**src/rtl/alu_ctrl_seq.sv**
```systemverilog
// ALU control sequencer: decodes opcode/funct into alu_control, pulses ctrl_valid,
// resolves BEQ/BNE from the ALU zero flag, and keeps saturating issue/illegal counters.
module alu_ctrl_seq #(
    parameter int unsigned CNT_W        = 16,
    parameter logic [3:0]  ILLEGAL_CTRL = 4'b0000
) (
    input  logic             clk,
    input  logic             reset,
    input  logic             in_valid,
    output logic             in_ready,
    input  logic [5:0]       opcode,
    input  logic [5:0]       funct,
    output logic [3:0]       alu_control,
    input  logic             zero,
    output logic             ctrl_valid,
    output logic             illegal,
    output logic             br_valid,
    output logic             br_taken,
    output logic [CNT_W-1:0] issue_count,
    output logic [CNT_W-1:0] illegal_count
);

    localparam logic [3:0] CTRL_AND = 4'b0000;
    localparam logic [3:0] CTRL_OR  = 4'b0001;
    localparam logic [3:0] CTRL_ADD = 4'b0010;
    localparam logic [3:0] CTRL_SUB = 4'b0110;
    localparam logic [3:0] CTRL_SLT = 4'b0111;
    localparam logic [3:0] CTRL_NOR = 4'b1100;

    typedef enum logic [1:0] {
        IDLE    = 2'd0,
        ISSUE   = 2'd1,
        RESOLVE = 2'd2
    } state_t;

    state_t     state;
    logic       is_branch;
    logic       is_bne;
    logic [3:0] dec_ctrl;
    logic       dec_illegal;
    logic       dec_branch;
    logic       dec_bne;
    logic       transfer;

    assign in_ready = (state == IDLE);
    assign transfer = in_valid & in_ready;

    // Instruction field decode; anything unrecognised falls through to the illegal defaults.
    always_comb begin
        dec_ctrl    = ILLEGAL_CTRL;
        dec_illegal = 1'b1;
        dec_branch  = 1'b0;
        dec_bne     = 1'b0;
        case (opcode)
            6'h00: begin
                dec_illegal = 1'b0;
                case (funct)
                    6'h20:   dec_ctrl = CTRL_ADD;
                    6'h22:   dec_ctrl = CTRL_SUB;
                    6'h24:   dec_ctrl = CTRL_AND;
                    6'h25:   dec_ctrl = CTRL_OR;
                    6'h27:   dec_ctrl = CTRL_NOR;
                    6'h2A:   dec_ctrl = CTRL_SLT;
                    default: dec_illegal = 1'b1;
                endcase
            end
            6'h23, 6'h2B, 6'h08: begin
                dec_ctrl    = CTRL_ADD;
                dec_illegal = 1'b0;
            end
            6'h04, 6'h05: begin
                dec_ctrl    = CTRL_SUB;
                dec_illegal = 1'b0;
                dec_branch  = 1'b1;
                dec_bne     = opcode[0];
            end
            6'h0C: begin
                dec_ctrl    = CTRL_AND;
                dec_illegal = 1'b0;
            end
            6'h0D: begin
                dec_ctrl    = CTRL_OR;
                dec_illegal = 1'b0;
            end
            6'h0A: begin
                dec_ctrl    = CTRL_SLT;
                dec_illegal = 1'b0;
            end
            default: ;
        endcase
    end

    // Sequencer FSM with registered outputs and saturating counters.
    always_ff @(posedge clk or posedge reset) begin
        if (reset) begin
            state         <= IDLE;
            alu_control   <= 4'b0000;
            ctrl_valid    <= 1'b0;
            illegal       <= 1'b0;
            br_valid      <= 1'b0;
            br_taken      <= 1'b0;
            is_branch     <= 1'b0;
            is_bne        <= 1'b0;
            issue_count   <= '0;
            illegal_count <= '0;
        end else begin
            ctrl_valid <= 1'b0;
            illegal    <= 1'b0;
            br_valid   <= 1'b0;
            case (state)
                IDLE: begin
                    if (transfer) begin
                        state       <= ISSUE;
                        alu_control <= dec_ctrl;
                        ctrl_valid  <= 1'b1;
                        illegal     <= dec_illegal;
                        is_branch   <= dec_branch & ~dec_illegal;
                        is_bne      <= dec_bne;
                        if (issue_count != '1) begin
                            issue_count <= issue_count + CNT_W'(1);
                        end
                    end
                end
                ISSUE: begin
                    if (illegal && (illegal_count != '1)) begin
                        illegal_count <= illegal_count + CNT_W'(1);
                    end
                    if (is_branch) begin
                        state    <= RESOLVE;
                        br_valid <= 1'b1;
                        br_taken <= zero ^ is_bne;
                    end else begin
                        state <= IDLE;
                    end
                end
                RESOLVE: state <= IDLE;
                default: state <= IDLE;
            endcase
        end
    end

endmodule

```
**config.mk**
```make
export PLATFORM = sky130hd
export DESIGN_NAME = alu_ctrl_seq
export DESIGN_NICKNAME = d
export VERILOG_FILES = /design/src/rtl/alu_ctrl_seq.sv
export SDC_FILE = /design/constraint.sdc
export NUM_CORES = 1
export LEC_CHECK = 0
export CORE_MARGIN = 10
export CORE_UTILIZATION = 28
export DETAILED_ROUTE_END_ITERATION = 10
export PLACE_DENSITY = 0.55
export SETUP_SLACK_MARGIN = 0.5
export SYNTH_ARGS = -nofsm -noshare
export SYNTH_HDL_FRONTEND = slang
export SYNTH_SLANG_ARGS = --single-unit
```
**constraint.sdc**
```tcl
create_clock -name clk -period 2.2 [get_ports clk]
set_clock_uncertainty 0.1 [all_clocks]
set_input_delay 0.33 -clock clk [delete_from_list [all_inputs] [get_ports clk]]
set_output_delay 0.33 -clock clk [all_outputs]
set_load 0.01 [all_outputs]
```
======== After elaboration in Yosys (flattened, before gate mapping) ========
Cells that the tools add are included.
operators by class
  eq/ne operators ......................... 18
  bitwise gates (word level) .............. 4
  mux-type cells .......................... 15
  reductions and logical operators ........ 11
  add/sub/neg operators ................... 2
operators with widths
  kind                                                                     number
  6-bit equality test, second input constant                               8
  4-bit case mux with 5 select lines                                       2
  16-bit by 1-bit adder with 16-bit output, second input constant          2
  16-bit inequality test, second input constant                            2
  6-bit by 4-bit equality test with 1-bit output, second input constant    4
  6-bit by 3-bit equality test with 1-bit output, second input constant    2
  1-bit two-way mux                                                        9
  8-bit OR reduction                                                       1
  6-bit logical NOT                                                        1
  2-bit AND reduction                                                      3
  6-bit OR reduction                                                       1
  2-bit two-way mux                                                        2
  2-bit case mux with 2 select lines                                       1
  3-bit AND reduction                                                      1
  3-bit OR reduction                                                       1
  1-bit bitwise AND                                                        2
  2-bit by 1-bit equality test with 1-bit output, second input constant    1
  2-bit logical NOT                                                        1
  2-bit by 1-bit inequality test with 1-bit output, second input constant  1
  1-bit case mux with 2 select lines                                       1
  2-bit OR reduction                                                       1
  1-bit logical AND                                                        1
  1-bit NOT                                                                1
  1-bit bitwise XOR                                                        1
word-level totals
  output and inout bits ................... 41
  register bits ........................... 44

======== Longest topological paths before layout ========
Gate-level depths: netlist (run 1).
  depth after elaboration ................. 6
  depth in mapped cells ................... 6
  gate-level depth less buffers ........... 6

======== Worst setup path before layout (run 1) ========
No wires, ideal clock.
  path kind ............................... register to register
  start ................................... register illegal_count[0]
  end ..................................... register illegal_count[1]
  setup time .............................. 0.125 ns
  cell stages (with the launch flop) ...... 6
  required time ........................... 1.975 ns
  slack ................................... 0.499 ns
  period minus slack after synthesis ...... 1.701 ns
  path buffers ............................ 1
  arrival ................................. 1.477 ns
  cells stage by stage .................... dfrtp_1 ha_1 and3_1 buf_6 a21oi_2 mux2_2
between the ends
  longest elaborated chain between the ends .. 3
  elaborated cells on any way between the ends .. 4
RTL lines
  element                                                                           RTL line  RTL
  start: declaration                                                                20        output logic [CNT_W-1:0] illegal_count
  start signal: assignment                                                          126       illegal_count <= illegal_count + CNT_W'(1);
  branches (longest 3 deep; another with 16-bit by 1-bit adder with 16-bit output)  -
Several ways; the timed one is not identified.
A chain may end at the register's enable or synchronous reset.

======== Final worst setup path (run 1) ========
  start ................................... register issue_count[1]
  end ..................................... output issue_count[1]
RTL lines
  element                   RTL line  RTL
  start: declaration        19        output logic [CNT_W-1:0] issue_count,
  start signal: assignment  120       issue_count <= issue_count + CNT_W'(1);
No word-level cell between the ends.

==> results of run 1 <==
[worst max-delay path by stage]
stage | start | endpoint | slack [ps] | cells after the start
after detailed placement | funct[1] | illegal | 230 | 5
after global routing | issue_count[12] | issue_count[14] | 420 | 5
after CTS | issue_count[3] | issue_count[3] | 490 | 1
final | issue_count[1] | issue_count[1] | 520 | 3
after global placement | funct[1] | illegal | 220 | 5
after floorplan | issue_count[0] | issue_count[1] | 500 | 5
[through the flow]
stage	cells	setup WS, ps	cell area [um2]	hold slack [ps]	utilization
floorplan	218	504.5	2307	345.3	-
global placement	382	215.2	3038	367.1	0.3754
detailed placement	382	230.2	3038	375.6	0.3754
CTS	407	488.0	3247	298.8	0.4012
global route	422	422.5	3516	311.8	0.4344
finish	422	518.0	3516	295.7	0.4344
[power by group through the flow]
stage / combinational, mW / sequential (mW) / clock, mW
2_1_floorplan: 0.206 / 1.09 / 0
3_3_place_gp: 0.559 / 1.06 / 0
3_5_place_dp: 0.566 / 1.06 / 0
4_1_cts: 0.600 / 1.03 / 0.503
5_1_grt: 0.750 / 1.06 / 0.527
6_report: 0.674 / 1.04 / 0.469
[metal layers]
| metal | vias to the layer above | routed length [um] |
|---|---|---|
| li1 | 995 | - |
| met1 | 981 | 2731 |
| met2 | 46 | 2900 |
| met3 | 2 | 324 |
| met4 | 0 | 29 |
| met5 | - | 0 |
[cell type report]
type | count | area (um2) | share of cell area
clock buffer | 6 | 72.57 | 0.02064
inverter | 9 | 35.03 | 0.009964
timing repair buffer | 98 | 914.6 | 0.2601
sequential | 44 | 1111 | 0.3160
tap | 105 | 131.4 | 0.03737
clock inverter | 1 | 5.005 | 0.001423
multi-input combinational | 159 | 1246 | 0.3544
[registers in the layout, indices dropped and copies added (netlist names)]
name and cells:
illegal 1, alu_control 4, state 2, is_branch 1
illegal_count 16, br_taken 1, br_valid 1, issue_count 16
is_bne 1, ctrl_valid 1
[synthesized netlist by cell type (2+ instances only)]
library cell / n
nand2_1: 15
a32oi_1: 2
nand3_1: 11
nor2_1: 11
and4_1: 4
a211oi_1: 8
nor3_1: 9
a31oi_1: 3
buf_6: 2
xor2_1: 24
and3_1: 4
nand4_1: 8
nand3b_1: 2
ha_1: 2
nor3b_1: 3
nor4_2: 3
dfrtp_1: 44
a21oi_1: 2
nand2b_1: 2
buf_2: 3
o31ai_1: 2
inv_1: 8
and3b_1: 3
o21ai_0: 7
nor2b_1: 2
xnor2_1: 5
mux2_2: 3
[placed cells by master, fill, tap and decap left out, types with 4 or more instances in the layout]
| cell type | instances |
|---|---|
| nand2_1 | 15 |
| buf_4 | 38 |
| xor2_1 | 24 |
| inv_1 | 7 |
| clkbuf_8 | 5 |
| dfrtp_2 | 8 |
| nor2_1 | 9 |
| o21ai_0 | 7 |
| a211oi_1 | 5 |
| nand4_1 | 8 |
| dlymetal6s2s_1 | 12 |
| nand3_1 | 10 |
| dlygate4sd2_1 | 15 |
| nor3_1 | 6 |
| dfrtp_1 | 36 |
| and4_1 | 4 |
| xnor2_1 | 5 |
| clkdlybuf4s50_1 | 29 |
[kinds of logic after synthesis]
kind of cell             share of synthesized area
XOR/XNOR                                    0.1102
AND/OR/NAND/NOR                             0.2421
flip-flops                                  0.4777
AO/OA/AOI/OAI                               0.1113
adder cells (fa/ha/maj)                    0.01086
buffers and inverters                      0.03311
multiplexers                               0.01466
[critical path, stage by stage, from the launching register on]
cell and delay (ps):
dfrtp_1 420, buf_4 160, buf_4 120, dlygate4sd2_1 270
[repair_timing]
item,CTS,global route
endpoints found under the setup margin,50,34
pin swaps,1,11
gates resized for setup,22,39
setup buffers,18,15
hold endpoints to repair,0,0
==> run metrics, run 1 <==
crit path max fanout 4; pwr/cell area 620.9 nW/um2; DR pass1 iterations 4; Horiz. Die Dim ~110 um; via count between 2000 and 2500; GRT overflow 0; Register-to-Register Path Depth 6; post-route ant nets 0; maximum clock path buffer count 2; endpoints failing setup 0; Crit. End Element primary output; ranking of synthesized cells by area dfrtp_1 (48%), xor2_1 (9.1%), a211oi_1 (2.6%); Final Routed Wirelength between 5000 and 6000 um; EDFF count, synth 0; Psw roughly 670 uW; Worst Max-Slew Pin Slew between 400 and 500 ps; Row Count 33; GRT met2 Usage 0.1545; setup TNS 0 ps; Avg Inst Size Synth roughly 11 um2; antenna diode count 0; Seq cells post-synth between 40 and 50; reg2reg setup slack roughly 530 ps; clk sinks 44; Yosys top cell by area dfrtp_1; Root Buffer clkbuf_8; syn_nets 236; Design Power 2.183 mW; sequential-to-total area share from yosys stat 0.4777; Clock transition at path regs around 80 ps; I/O pin cnt 57; Fin. Hold Viols 0; Req. time, crit path roughly 1800 ps; crit start category flop; vias per cell approximately 4.8; Post-Syn Instances between 200 and 250; Period minus WS final between 1500 and 2000 ps; worst skew pair latency 280 ps; yosys warns 0; DRC viols 0; share of cells above drive strength 1 0.2744; most used routing layer met2; DP HPWL around 4200 um; clock power share 0.215; max_cap viols 0; Rel. slew slack 0.7208; Synth top area share 0.4777; GR Util met3 0.03301; worst hold-check path type in -> async; largest net degree at the start of global routing 45; Final nets around 340; TritonCTS Buffers 5; DRT iter0 DRCs 54; synthesis-to-finish area growth 52.55%; Die H about 110 um; Sw Share 0.3066; combinational group share of total power 0.309; Starting Density 0.2848; ys async rst share 1.000; Worst R2R Start issue_count[8]; die footprint ~12000 um2; Final Max Tran Viols 0; worst path arrival time roughly 1300 ps; peak supply drop between 200 and 300 uV; filler instances a little over 800; kind of critical path reg -> out; Reg power frac 0.476; WL/cell 14.18 um; initial antenna violation count 0; status completed; vias in the first global route slightly above 2000; hold_buf cts 0; met1 usage 0.1129; Netlist cell types 53; IO buf count 56; CTS tree yes; achievable frequency around 0.6 GHz; Synth Flop Type dfrtp_1; CORE AREA 8093 um2; Pint about 1.5 mW; H-tree depth 2; global-route wire length before repair 9853 um; gr usage total 0.09325; final worst-path cycle share 0.7646; Post-Syn Area roughly 2300 um2; Pleak 1.775 nW; RSZ-0062 raised after global routing yes; RePlAce Congestion about 0.77; R2R Path End issue_count[2]
(Power assumes the default switching activity.)
==> run 2, diff against run 1 <==
--- a/config.mk
+++ b/config.mk
@@ -8,7 +8,7 @@
 export CORE_MARGIN = 10
 export CORE_UTILIZATION = 28
 export DETAILED_ROUTE_END_ITERATION = 10
-export PLACE_DENSITY = 0.55
+export PLACE_DENSITY = 0.57
 export SETUP_SLACK_MARGIN = 0.5
 export SYNTH_ARGS = -nofsm -noshare
 export SYNTH_HDL_FRONTEND = slang
==> constraint.sdc (replaced) <==
create_clock -name clk -period 1.5 [get_ports clk]
set_clock_uncertainty 0.1 [all_clocks]
set_input_delay 0.225 -clock clk [delete_from_list [all_inputs] [get_ports clk]]
set_output_delay 0.225 -clock clk [all_outputs]
set_load 0.01 [all_outputs]
==> run metrics, run 2 (synthesized netlist as in run 1, its figures left out) <==
CTS tree yes; Crit. Startpoint issue_count[0]; reg2reg setup slack -120 ps (-650 ps); initial antenna violation count 0 (unchanged); CORE AREA 8093 um2 (unchanged); worst skew pair latency 290 ps (about the same); Horiz. Die Dim 110.7 um (unchanged); post-route ant nets 0 (unchanged); DRC viols 0 (unchanged); Placement Setup Slack -320.4 ps (-550.6 ps); Worst Max-Slew Pin Slew 338.9 ps (-78.57 ps); R2R Path End issue_count[6]; peak supply drop 687.4 uV (+170%); Final Core Density 0.5872 (+0.1528); RePlAce Congestion 0.7910 (+2.2%); endpoints failing setup 31 (+31); gr usage total 0.1122 (+0.01894); Req. time, crit path 1620 ps (-150 ps); setup TNS -1551 ps (-1551 ps); failing checks setup timing; final worst-path cycle share 1.079; RSZ-0062 raised after global routing yes; max_cap viols 0 (unchanged); status finished with violations; Rel. slew slack 0.7735 (+0.05269); TritonCTS Buffers 5 (unchanged); pwr/cell area 846.3 nW/um2 (+36%); Fin. Hold Viols 0 (unchanged); post-route insts no fill 516 (+22%); Regs by FF count illegal_count (16), issue_count (16), alu_control (4); clk sinks 44 (unchanged); GRT overflow 0 (unchanged); Final Max Tran Viols 0 (unchanged); global-route wire length before repair 11770 um (+19%); kind of critical path reg -> reg; Register-to-Register Path Depth 7 (+1); DR pass1 iterations 4 (unchanged); Row Count 33 (unchanged); IO buf count 56 (unchanged); vias in the first global route 2460 (+21%); Clock transition at path regs 80 ps (about the same); cell area after layout 4752 um2 (+35%); Final nets 428 (+28%); most frequent cells in the layout buf_6 (106), buf_4 (61), dfrtp_1 (36); Final Routed Wirelength 7835 um (+31%); Design Power 4.022 mW (+84%); antenna diode count 0 (unchanged); share of cells above drive strength 1 0.6277 (+0.3533); vias per cell 4.777 (-0.40%); Crit. End Element flop; achievable frequency between 0.6 and 0.7 GHz; Period minus WS final ~1600 ps; worst path arrival time 1740 ps (+490 ps); I/O pin cnt 57 (unchanged); Die H 110.7 um (unchanged); maximum clock path buffer count 2 (unchanged); Starting Density 0.2848 (unchanged); placed cell count 438 (+15%); largest net degree at the start of global routing 45 (unchanged); via count 2465 (+22%); DP HPWL 4812 um (+16%); most common cell after layout, fill and taps aside buf_6; Area after DPL 3572 um2 (+18%); crit start category flop; crit path capture issue_count[6]; WL/cell 15.18 um (+7.0%); filler instances 683 (-16%); Worst Hold Slack 245.3 ps (-50.40 ps); worst hold-check path type in -> async; synthesis-to-finish area growth 106.2%; Pleak 2.191 nW (+23%); H-tree depth 2 (unchanged); Worst R2R Start issue_count[0]; DRT iter0 DRCs 63 (+17%); fin worst setup slack -118.8 ps (-636.8 ps); Root Buffer clkbuf_8; die footprint 12260 um2 (unchanged); crit path max fanout 4 (unchanged)
## run 2: worst min-delay path by stage
stage | from | endpoint | slack [ps] | cells after the start
2_1_floorplan | reset | alu_control[0] | 130 | 1
4_1_cts | funct[1] | alu_control[3] | 230 | 3
3_5_place_dp | alu_control[3] | alu_control[3] | 380 | 1
6_report | reset | illegal_count[14] | 250 | 3
3_3_place_gp | is_branch | is_branch | 370 | 2
5_1_grt | funct[1] | alu_control[3] | 240 | 3
## run 2: routing by layer
layer  GRT usage  vias up  wire, um
met5           0        -         0
met4     0.02170        0        63
met3     0.03301        6       332
met2      0.2017       56      4240
met1      0.1282     1208      3199
li1            -     1195         -
## run 2: what timing repair did
item / in CTS / in global routing
cloned: 2 / 0
gates resized for setup: 290 / 64
hold buffers: 0 / 0
setup buffers: 35 / 33
endpoints found under the setup margin: 83 / 84
pin swaps: 23 / 34
## run 2: layout make-up
cell class	count	area [um2]	share of cell area
inverter	9	42.54	0.008952
clock buffer	8	90.09	0.01896
multi-input combinational	161	1539	0.3239
sequential	44	1111	0.2338
tap	105	131.4	0.02765
timing repair buffer	189	1838	0.3868
## run 2: critical path: stages (launching register included)
cell and delay, ps:
dfrtp_2 430, ha_4 170, nand3_4 80, nor4_4 40
buf_4 160, buf_6 130, nor4_4 270, xor2_1 160
## run 2: power breakdown
| part | internal (mW) | switching [mW] |
|---|---|---|
| logic | 1.08 | 0.678 |
| clock network | 0.376 | 0.386 |
| registers | 1.35 | 0.151 |
